### config.mk
export PLATFORM = sky130hd
export DESIGN_NAME = mul_issue_ctrl_flat
export DESIGN_NICKNAME = d
export VERILOG_FILES = /design/src/rtl/mul_issue_ctrl_if.sv /design/src/rtl/mul_issue_ctrl.sv /design/src/flat_wrapper.sv
export SDC_FILE = /design/constraint.sdc
export NUM_CORES = 1
export LEC_CHECK = 0
export BUFFER_PORTS_ARGS = -buffer_cell sky130_fd_sc_hd__buf_2
export CAP_MARGIN = 0
export CELL_PAD_IN_SITES_DETAIL_PLACEMENT = 0
export CELL_PAD_IN_SITES_GLOBAL_PLACEMENT = 2
export CORE_MARGIN = 1
export CORE_UTILIZATION = 29
export DETAILED_ROUTE_END_ITERATION = 12
export PLACE_DENSITY_LB_ADDON = 0.25
export SETUP_SLACK_MARGIN = 0.5
export SLEW_MARGIN = 20
export SYNTH_ARGS = -nofsm -noshare
export SYNTH_HDL_FRONTEND = slang
export SYNTH_SLANG_ARGS = --single-unit
### constraint.sdc
create_clock -name mul_clk -period 1.8 [get_ports mul_clk]
set_input_delay 0.09 -clock mul_clk [delete_from_list [all_inputs] [get_ports mul_clk]]
set_output_delay 0.09 -clock mul_clk [all_outputs]
set_load 0.1 [all_outputs]
### src/rtl/mul_issue_ctrl_if.sv
// mul_issue_ctrl_if: issue, multiplier and writeback signals of the MUL issue
// controller. The controller takes the master modport, its environment
// (issue stage, multiplier array, writeback port) takes the slave modport.
//
// Handshake semantics: a transfer happens on a mul_clk edge where the
// producer's valid and the consumer's ready are both 1. The producer holds
// valid and its payload stable until that edge, and ready never depends on
// valid combinationally. Issue side: ex_valid/ex_ready, payload
// ex_op/ex_src1/ex_src2/ex_dest; writeback side: wb_valid/wb_ready, payload
// wb_dest/wb_data. ex_flush is a kill, not a handshake: it is honoured on
// any edge where it is 1.
interface mul_issue_ctrl_if;
  // issue side
  logic        ex_valid;
  logic [1:0]  ex_op;
  logic [31:0] ex_src1;
  logic [31:0] ex_src2;
  logic [4:0]  ex_dest;
  logic        ex_flush;
  logic        ex_ready;
  // multiplier side
  logic        mul_start;
  logic        mul_sign;
  logic [31:0] mul_x;
  logic [31:0] mul_y;
  logic [63:0] mul_result;
  // writeback side
  logic        wb_valid;
  logic [4:0]  wb_dest;
  logic [31:0] wb_data;
  logic        wb_ready;

  modport master (
    input  ex_valid, ex_op, ex_src1, ex_src2, ex_dest, ex_flush,
    input  mul_result, wb_ready,
    output ex_ready, mul_start, mul_sign, mul_x, mul_y,
    output wb_valid, wb_dest, wb_data
  );

  modport slave (
    output ex_valid, ex_op, ex_src1, ex_src2, ex_dest, ex_flush,
    output mul_result, wb_ready,
    input  ex_ready, mul_start, mul_sign, mul_x, mul_y,
    input  wb_valid, wb_dest, wb_data
  );
endinterface

### src/rtl/mul_issue_ctrl.sv
// mul_issue_ctrl: sequences one MUL-class instruction at a time through an
// external fixed-latency multiplier and hands the selected 32-bit result to
// writeback. Ops: 00 MUL.W (low word, signed), 01 MULH.W (high word, signed),
// 10 MULH.WU (high word, unsigned), 11 reserved (completes with 0, no multiply).
//
// Optional build macro MUL_RESULT_CACHE_EN: remembers the last completed
// {src1, src2, sign} and its 64-bit product; a matching instruction skips the
// multiplier and goes straight to writeback.
//
// MUL_LAT (>= 1) is the number of mul_clk edges from the edge that samples
// mul_start to the edge that captures mul_result.
module mul_issue_ctrl #(
  parameter int MUL_LAT = 4
) (
  input  logic                  mul_clk,
  input  logic                  reset,
  mul_issue_ctrl_if.master      bus,
  output logic [2:0]            state_dbg
);

  localparam int CNT_W = (MUL_LAT < 2) ? 1 : $clog2(MUL_LAT + 1);
  localparam logic [CNT_W-1:0] LAT_LOAD = CNT_W'(MUL_LAT);
  localparam logic [CNT_W-1:0] CNT_ONE  = CNT_W'(1);

  typedef enum logic [2:0] {
    IDLE  = 3'd0,
    ISSUE = 3'd1,
    WAIT  = 3'd2,
    DONE  = 3'd3,
    DRAIN = 3'd4
  } state_t;

  state_t           state;
  logic [CNT_W-1:0] cnt;
  logic [31:0]      src1_q;
  logic [31:0]      src2_q;
  logic [1:0]       op_q;
  logic [4:0]       dest_q;
  logic             sign_q;
  logic             start_q;
  logic             wb_valid_q;
  logic [31:0]      wb_data_q;
  logic             accept;
  logic             capture;

  // MUL.W returns the low word, both MULH flavours the high word.
  function automatic logic [31:0] pick_word(input logic [1:0] op, input logic [63:0] prod);
    return (op == 2'b00) ? prod[31:0] : prod[63:32];
  endfunction

  // Only IDLE offers ready; it drops the moment reset is asserted.
  assign bus.ex_ready = reset && (state == IDLE);
  assign accept       = bus.ex_valid && !bus.ex_flush && (state == IDLE);
  // Product is taken on the last counted WAIT edge unless the op is killed.
  assign capture      = (state == WAIT) && (cnt == CNT_ONE) && !bus.ex_flush;

`ifdef MUL_RESULT_CACHE_EN
  logic        cache_vld;
  logic [31:0] cache_src1;
  logic [31:0] cache_src2;
  logic        cache_sign;
  logic [63:0] cache_prod;
  logic        cache_hit;

  // Hit when the offered operands and signedness match the stored entry.
  always_comb begin
    cache_hit = cache_vld &&
                (cache_src1 == bus.ex_src1) &&
                (cache_src2 == bus.ex_src2) &&
                (cache_sign == (bus.ex_op != 2'b10));
  end

  // Store only products that actually completed; drained/flushed ones never land here.
  always_ff @(posedge mul_clk or negedge reset) begin
    if (!reset) begin
      cache_vld  <= 1'b0;
      cache_src1 <= '0;
      cache_src2 <= '0;
      cache_sign <= 1'b0;
      cache_prod <= '0;
    end else if (capture) begin
      cache_vld  <= 1'b1;
      cache_src1 <= src1_q;
      cache_src2 <= src2_q;
      cache_sign <= sign_q;
      cache_prod <= bus.mul_result;
    end
  end
`endif

  // Issue FSM: accept, pulse start, count latency, hold result for writeback.
  always_ff @(posedge mul_clk or negedge reset) begin
    if (!reset) begin
      state      <= IDLE;
      cnt        <= '0;
      src1_q     <= '0;
      src2_q     <= '0;
      op_q       <= '0;
      dest_q     <= '0;
      sign_q     <= 1'b0;
      start_q    <= 1'b0;
      wb_valid_q <= 1'b0;
      wb_data_q  <= '0;
    end else begin
      start_q <= 1'b0;
      case (state)
        IDLE: begin
          if (accept) begin
            src1_q <= bus.ex_src1;
            src2_q <= bus.ex_src2;
            op_q   <= bus.ex_op;
            dest_q <= bus.ex_dest;
            // Signed for MUL.W/MULH.W; reserved op leaves sign low.
            sign_q <= (bus.ex_op == 2'b00) || (bus.ex_op == 2'b01);
            if (bus.ex_op == 2'b11) begin
              state      <= DONE;
              wb_valid_q <= 1'b1;
              wb_data_q  <= '0;
            end
`ifdef MUL_RESULT_CACHE_EN
            else if (cache_hit) begin
              state      <= DONE;
              wb_valid_q <= 1'b1;
              wb_data_q  <= pick_word(bus.ex_op, cache_prod);
            end
`endif
            else begin
              state   <= ISSUE;
              start_q <= 1'b1;
            end
          end
        end
        ISSUE: begin
          // The multiplier samples start on this edge, so latency counting begins here.
          cnt   <= LAT_LOAD;
          state <= bus.ex_flush ? DRAIN : WAIT;
        end
        WAIT: begin
          if (cnt == CNT_ONE) begin
            cnt <= '0;
            if (bus.ex_flush) begin
              state <= IDLE;
            end else begin
              state      <= DONE;
              wb_valid_q <= 1'b1;
              wb_data_q  <= pick_word(op_q, bus.mul_result);
            end
          end else begin
            cnt <= cnt - 1'b1;
            if (bus.ex_flush) begin
              state <= DRAIN;
            end
          end
        end
        DRAIN: begin
          // Let the multiplier finish the killed op before accepting another.
          if (cnt <= CNT_ONE) begin
            cnt   <= '0;
            state <= IDLE;
          end else begin
            cnt <= cnt - 1'b1;
          end
        end
        DONE: begin
          if (bus.ex_flush || bus.wb_ready) begin
            wb_valid_q <= 1'b0;
            state      <= IDLE;
          end
        end
        default: begin
          state <= IDLE;
        end
      endcase
    end
  end

  assign bus.mul_start = start_q;
  assign bus.mul_sign  = sign_q;
  assign bus.mul_x     = src1_q;
  assign bus.mul_y     = src2_q;
  assign bus.wb_valid  = wb_valid_q;
  assign bus.wb_dest   = dest_q;
  assign bus.wb_data   = wb_data_q;
  assign state_dbg     = state;

endmodule

### src/flat_wrapper.sv
// flat-port wrapper written by rule: the top's interface ports become plain ports
module mul_issue_ctrl_flat 
#(
  parameter int MUL_LAT = 4
)
  (mul_clk, reset, state_dbg, bus_ex_valid, bus_ex_op, bus_ex_src1, bus_ex_src2, bus_ex_dest, bus_ex_flush, bus_mul_result, bus_wb_ready, bus_ex_ready, bus_mul_start, bus_mul_sign, bus_mul_x, bus_mul_y, bus_wb_valid, bus_wb_dest, bus_wb_data);
  mul_issue_ctrl_if bus_i ();
  input  logic mul_clk;
  input  logic reset;
  output logic [2:0] state_dbg;
  input wire logic [$bits(bus_i.ex_valid)-1:0] bus_ex_valid;
  input wire logic [$bits(bus_i.ex_op)-1:0] bus_ex_op;
  input wire logic [$bits(bus_i.ex_src1)-1:0] bus_ex_src1;
  input wire logic [$bits(bus_i.ex_src2)-1:0] bus_ex_src2;
  input wire logic [$bits(bus_i.ex_dest)-1:0] bus_ex_dest;
  input wire logic [$bits(bus_i.ex_flush)-1:0] bus_ex_flush;
  input wire logic [$bits(bus_i.mul_result)-1:0] bus_mul_result;
  input wire logic [$bits(bus_i.wb_ready)-1:0] bus_wb_ready;
  output wire logic [$bits(bus_i.ex_ready)-1:0] bus_ex_ready;
  output wire logic [$bits(bus_i.mul_start)-1:0] bus_mul_start;
  output wire logic [$bits(bus_i.mul_sign)-1:0] bus_mul_sign;
  output wire logic [$bits(bus_i.mul_x)-1:0] bus_mul_x;
  output wire logic [$bits(bus_i.mul_y)-1:0] bus_mul_y;
  output wire logic [$bits(bus_i.wb_valid)-1:0] bus_wb_valid;
  output wire logic [$bits(bus_i.wb_dest)-1:0] bus_wb_dest;
  output wire logic [$bits(bus_i.wb_data)-1:0] bus_wb_data;
  assign bus_i.ex_valid = bus_ex_valid;
  assign bus_i.ex_op = bus_ex_op;
  assign bus_i.ex_src1 = bus_ex_src1;
  assign bus_i.ex_src2 = bus_ex_src2;
  assign bus_i.ex_dest = bus_ex_dest;
  assign bus_i.ex_flush = bus_ex_flush;
  assign bus_i.mul_result = bus_mul_result;
  assign bus_i.wb_ready = bus_wb_ready;
  assign bus_ex_ready = bus_i.ex_ready;
  assign bus_mul_start = bus_i.mul_start;
  assign bus_mul_sign = bus_i.mul_sign;
  assign bus_mul_x = bus_i.mul_x;
  assign bus_mul_y = bus_i.mul_y;
  assign bus_wb_valid = bus_i.wb_valid;
  assign bus_wb_dest = bus_i.wb_dest;
  assign bus_wb_data = bus_i.wb_data;
  mul_issue_ctrl #(.MUL_LAT(MUL_LAT)) u_core (.mul_clk(mul_clk), .reset(reset), .bus(bus_i), .state_dbg(state_dbg));
endmodule
Yosys cells after proc, flatten, opt, wreduce, memory -nomap -nowiden --
Index checks and enable logic that the tools add are counted.
Word-level totals: input port bits 140, output and inout bits 108, word-level logic and storage cells 69, register bits 112
Cells by class: $lt $le $gt $ge 1, $add $sub $neg 1, equality and inequality tests 14, reduce and logical (&&, ||, !) cells 16, muxes and demuxes 27
Operators by type and width (count):
- two-way mux 32 bit | 5
- case mux 32 bit (2 select lines) | 1
- two-way mux 3 bit | 8
- case mux 3 bit (5 select lines) | 1
- case mux 3 bit (3 select lines) | 1
- two-way mux 1 bit | 8
- == test 3 x 1 -> 1 bit (second input constant) | 2
- == test 3 x 2 -> 1 bit (second input constant) | 2
- inequality test 2 x 1 -> 1 bit (second input constant) | 3
- inequality test 2 bit (second input constant) | 3
- AND reduction 6 bit | 1
- nonzero test 3 bit | 2
- AND reduction 5 bit | 1
- zero test 2 bit | 2
- two-way mux 2 bit | 2
- AND reduction 4 bit | 1
- == test 3 bit (second input constant) | 1
- <= comparator 3 x 1 -> 1 bit (second input constant) | 1
- logical AND 1 bit | 3
- zero test 3 bit | 1
- inequality test 3 bit (second input constant) | 1
- case mux 1 bit (3 select lines) | 1
- subtractor 3 x 1 -> 3 bit (second input constant) | 1
- == test 2 x 1 -> 1 bit (second input constant) | 1
- 5 further kinds | 6

Depth between registers and ports, before layout --
depth in word-level cells 5, gate-level depth with buffers 6, depth with buffers taken out 5

Least setup slack after synthesis --
No wires, ideal clock.
kind register to output, start point reg u_core.state[1], in the netlist u_core.state_dbg[1], end point out bus_ex_ready, path buffers 2, stages on the path, launching flop included 5, arrival time 2.126 ns, data required time 1.710 ns, setup slack -0.416 ns, path through dfrtp_1 buf_4 buf_2 nor2_1 and3_1
On the way: longest elaborated chain between the ends 2
Ends and longest elaborated chain:
- start, declared | RTL line mul_issue_ctrl.sv:33 | state_t state;
- start signal, assigned | RTL line mul_issue_ctrl.sv:136 | state <= bus.ex_flush ? DRAIN : WAIT;
- zero test 3 bit | RTL line mul_issue_ctrl.sv:52 | assign bus.ex_ready = reset && (state == IDLE);
- logical AND 1 bit | RTL line mul_issue_ctrl.sv:52
- end, declared | RTL line flat_wrapper.sv:19 | output wire logic [$bits(bus_i.ex_ready)-1:0] bus_ex_ready;
No other way between the ends.

Final worst setup path --
start point reg u_core.state[0], in the netlist u_core.state_dbg[0], end point reg u_core.wb_data_q[9], in the netlist u_core.bus.wb_data[9]
On the way: longest elaborated chain between the ends 4, elaborated cells between the ends (all ways) 10, classes of those cells 5 x eq/ne; 1 x mux; 4 x reduce/logical
Ends and longest elaborated chain:
- zero test 3 bit | RTL line mul_issue_ctrl.sv:53, mul_issue_ctrl.sv:106
- logical AND 1 bit | RTL line mul_issue_ctrl.sv:53 | assign accept = bus.ex_valid && !bus.ex_flush && (state == IDLE);
- inequality test 2 x 1 -> 1 bit (no line)
- AND reduction 5 bit (no line)
- end signal, assigned | RTL line mul_issue_ctrl.sv:146 | wb_data_q <= pick_word(op_q, bus.mul_result);
- end, declared | RTL line mul_issue_ctrl.sv:42 | logic [31:0] wb_data_q;
Several ways; a longest one is shown, not always the timed one. A chain may end at the register's enable or synchronous reset.

==> flow_metrics.env <==
export IMPL_grt_pass1_wl_um=24500
export IMPL_synth_seq_cells=112
export IMPL_yosysWarnings=0
export IMPL_slew_viol_final=0
export IMPL_io_pin_count=248
export IMPL_fmax_mhz=587
export IMPL_finalHoldViolations=1
export IMPL_cts_path_max_buffers=2
export IMPL_cap_violations=0
export IMPL_core_area_sq_um=17400
export IMPL_placementRows=48
export IMPL_drc=0
export IMPL_fin_crit_ns=1.70
export IMPL_cp_end_kind="flip-flop"
export IMPL_max_stage_delay_ns=0.51
export IMPL_htreeDepth=3
export IMPL_insertion_delay_ns=0.35
export IMPL_place_hpwl_um=10100
export IMPL_first_pass_iters=4
export IMPL_grt_overflow_total=0
export IMPL_cp_required_ns=2.04
export IMPL_period_share_pct=94.7
export IMPL_critPathKind="flip-flop to flip-flop"
export IMPL_cts_tree="built"
export IMPL_outcome="finished with violations"
export IMPL_synthCells=395
export IMPL_cp_start_kind="flip-flop"
export IMPL_rsz0062_at_grt="yes"
export IMPL_antenna_found_initial=2
export IMPL_layout_nets=877
export IMPL_slew_headroom_pct=65.3
export IMPL_finClkSkew_ns=0.00657
export IMPL_ys_seq_area_share_pct=54.1
export IMPL_holdWs_ns=-0.00420
export IMPL_drtIter0Drc=120
export IMPL_cpMaxStageDelayCell="dfrtp_4"
export IMPL_die_w_um=136
export IMPL_setup_tns_ns=0
export IMPL_drtAntennaViolNets=0
export IMPL_dieArea_sq_um=18400
export IMPL_place_congestion=0.758
export IMPL_synth_cell_types=41
export IMPL_synth_avg_cell_area_sq_um=13.1
export IMPL_path_cells="nor3_4, a21boi_4, buf_12, buf_16, mux2_4"
export IMPL_fillers=1554
export IMPL_cts_root_buf="clkbuf_16"
export IMPL_violations="hold timing"
export IMPL_vias=4538
export IMPL_cp_max_fo=8
export IMPL_synth_main_ff_cell="dfrtp_1"
export IMPL_clk_pin_slew_ns=0.08
export IMPL_grt_usage_pct=17.3
export IMPL_portBuffers=247
export IMPL_grt_pass1_vias=4712
export IMPL_syn_area_sq_um=5180
export IMPL_layout_drive_gt1_share_pct=61.2
export IMPL_cts_buffers=9
export IMPL_routedWlPerCell_um=17.5
export IMPL_crit_arrival_ns=1.94
export IMPL_synth_nets=537
export IMPL_area_growth_pct=62.8
export IMPL_hold_class="primary input to flip-flop"
export IMPL_tightestPinTransition_ns=0.525
export IMPL_synth_edf_count=0
export IMPL_dieHeight_um=136
export IMPL_grt_max_degree=90
export IMPL_wl_um=17000
export IMPL_async_flop_share_pct=100
export IMPL_viasPerCell=4.70
export IMPL_start_util_pct=29.8
export IMPL_cts_sinks=112
export IMPL_setup_viol=0
## worst max-delay path: cells and delay by family (launching register included)
| kind | cells | cell delay, ns |
|---|---|---|
| buffers and inverters | 2 | 0.30 |
| muxes | 1 | 0.30 |
| AOI/OAI and AO/OA | 1 | 0.28 |
| DFF | 1 | 0.51 |
| and+or+nand+nor | 1 | 0.19 |
## cells in the final DEF, fill, tap and decap left out, drive strengths merged, types with 2 or more instances in the layout
| master | netlist | final |
|---|---|---|
| nand4b | 2 | 2 |
| dfrtp | 112 | 112 |
| nor2b | 3 | 3 |
| o21bai | 2 | 2 |
| mux2 | 103 | 103 |
| dlygate4sd3 | 0 | 71 |
| nand2 | 3 | 3 |
| or3b | 33 | 33 |
| and3 | 3 | 3 |
| o21ai | 36 | 36 |
| nor2 | 3 | 3 |
| buf | 19 | 282 |
| ha | 2 | 2 |
| a21oi | 34 | 34 |
| o211ai | 2 | 2 |
| inv | 6 | 10 |
| clkinv | 0 | 2 |
| clkbuf | 13 | 18 |
## routing by layer
metal	share of wire [%]	vias to the layer above	global-route usage [%]
li1	-	2103	-
met1	41	2210	21.0
met2	48	203	28.3
met3	9.2	22	5.91
met4	1.8	0	6.30
met5	0	-	0
## through the flow
stage	area (sq um)	utilization (%)	setup WS, ns	hold WS [ns]	instances
2_1_floorplan	5200	-	0.00116	-0.206	395
3_3_place_gp	6640	38.2	0.0757	0.0284	846
3_5_place_dp	6640	38.2	0.0286	0.0284	846
4_1_cts	7980	46.0	0.0486	0.00383	949
5_1_grt	8430	48.6	0.0290	0.00367	966
6_report	8430	48.6	0.0957	-0.00420	966
## area by class of cell
| type | count | area [sq um] | share of cell area (%) |
|---|---|---|---|
| Antenna cell | 1 | 2.50 | 0.0297 |
| Clock buffer | 10 | 229 | 2.72 |
| Clock inverter | 6 | 57.6 | 0.683 |
| Inverter | 6 | 25.0 | 0.297 |
| Multi-Input combinational cell | 245 | 2320 | 27.5 |
| Sequential cell | 112 | 2810 | 33.4 |
| Tap cell | 225 | 282 | 3.34 |
| Timing Repair Buffer | 361 | 2700 | 32.1 |
## worst paths after layout
kind / start / to / slack [ns] / depth (start not counted)
worst min register to register: u_core.bus.wb_valid / u_core.bus.wb_valid / 0.48 / 1
worst max register to register: u_core.state_dbg[0] / u_core.bus.wb_data[9] / 0.1 / 5
worst min-delay path: bus_ex_op[0] / u_core.bus.mul_start / -0.004 / 2
worst max-delay path: u_core.state_dbg[0] / u_core.bus.wb_data[9] / 0.1 / 5
min in group asynchronous: reset / u_core.bus.wb_data[21] / 0.24 / 3
max in group asynchronous: reset / u_core.bus.wb_data[4] / 1.04 / 3
## synth_stat cells, types with 3 or more instances
library cell,number,area [sq um]
dfrtp_1,112,2800
mux2_2,94,1060
o21ai_0,36,180
a21oi_1,34,170
or3b_2,27,236
buf_6,14,158
clkbuf_1,13,48.8
mux2_1,9,101
inv_1,6,22.5
or3b_1,6,52.6
and3_1,3,18.8
buf_2,3,15.0
nor2_1,3,11.3
nor2b_1,3,18.8
## sequential cells by signal, indices dropped and copies added (netlist names)
name                  flops
u_core.bus.mul_y         32
u_core.op_q               2
u_core.cnt                3
u_core.bus.wb_valid       1
u_core.bus.mul_sign       1
u_core.bus.mul_start      1
u_core.bus.wb_dest        5
u_core.bus.wb_data       32
u_core.state_dbg          3
u_core.bus.mul_x         32
## repair_timing
item,CTS,global route
hold buffers,72,0
endpoints found under the hold margin,94,0
endpoints found under the setup margin,112,114
resized for setup,33,48
cloned,4,8
buffers inserted,11,8
pin swaps,4,5
## cells by family (layout without fill, tap and decap cells)
family,Yosys count,after routing,synth area share (%)
flops,112,112,54.1
mux,104,104,22.6
compound gates,83,83,9.04
simple gates,55,55,8.58
buf+inv,38,383,5.00
fa+ha+maj,2,2,0.483
xor+xnor,1,1,0.169
other cells,0,1,0
Power is not shown: default switching activity piles up to over one toggle a cycle in this logic, so the estimate is an artifact.
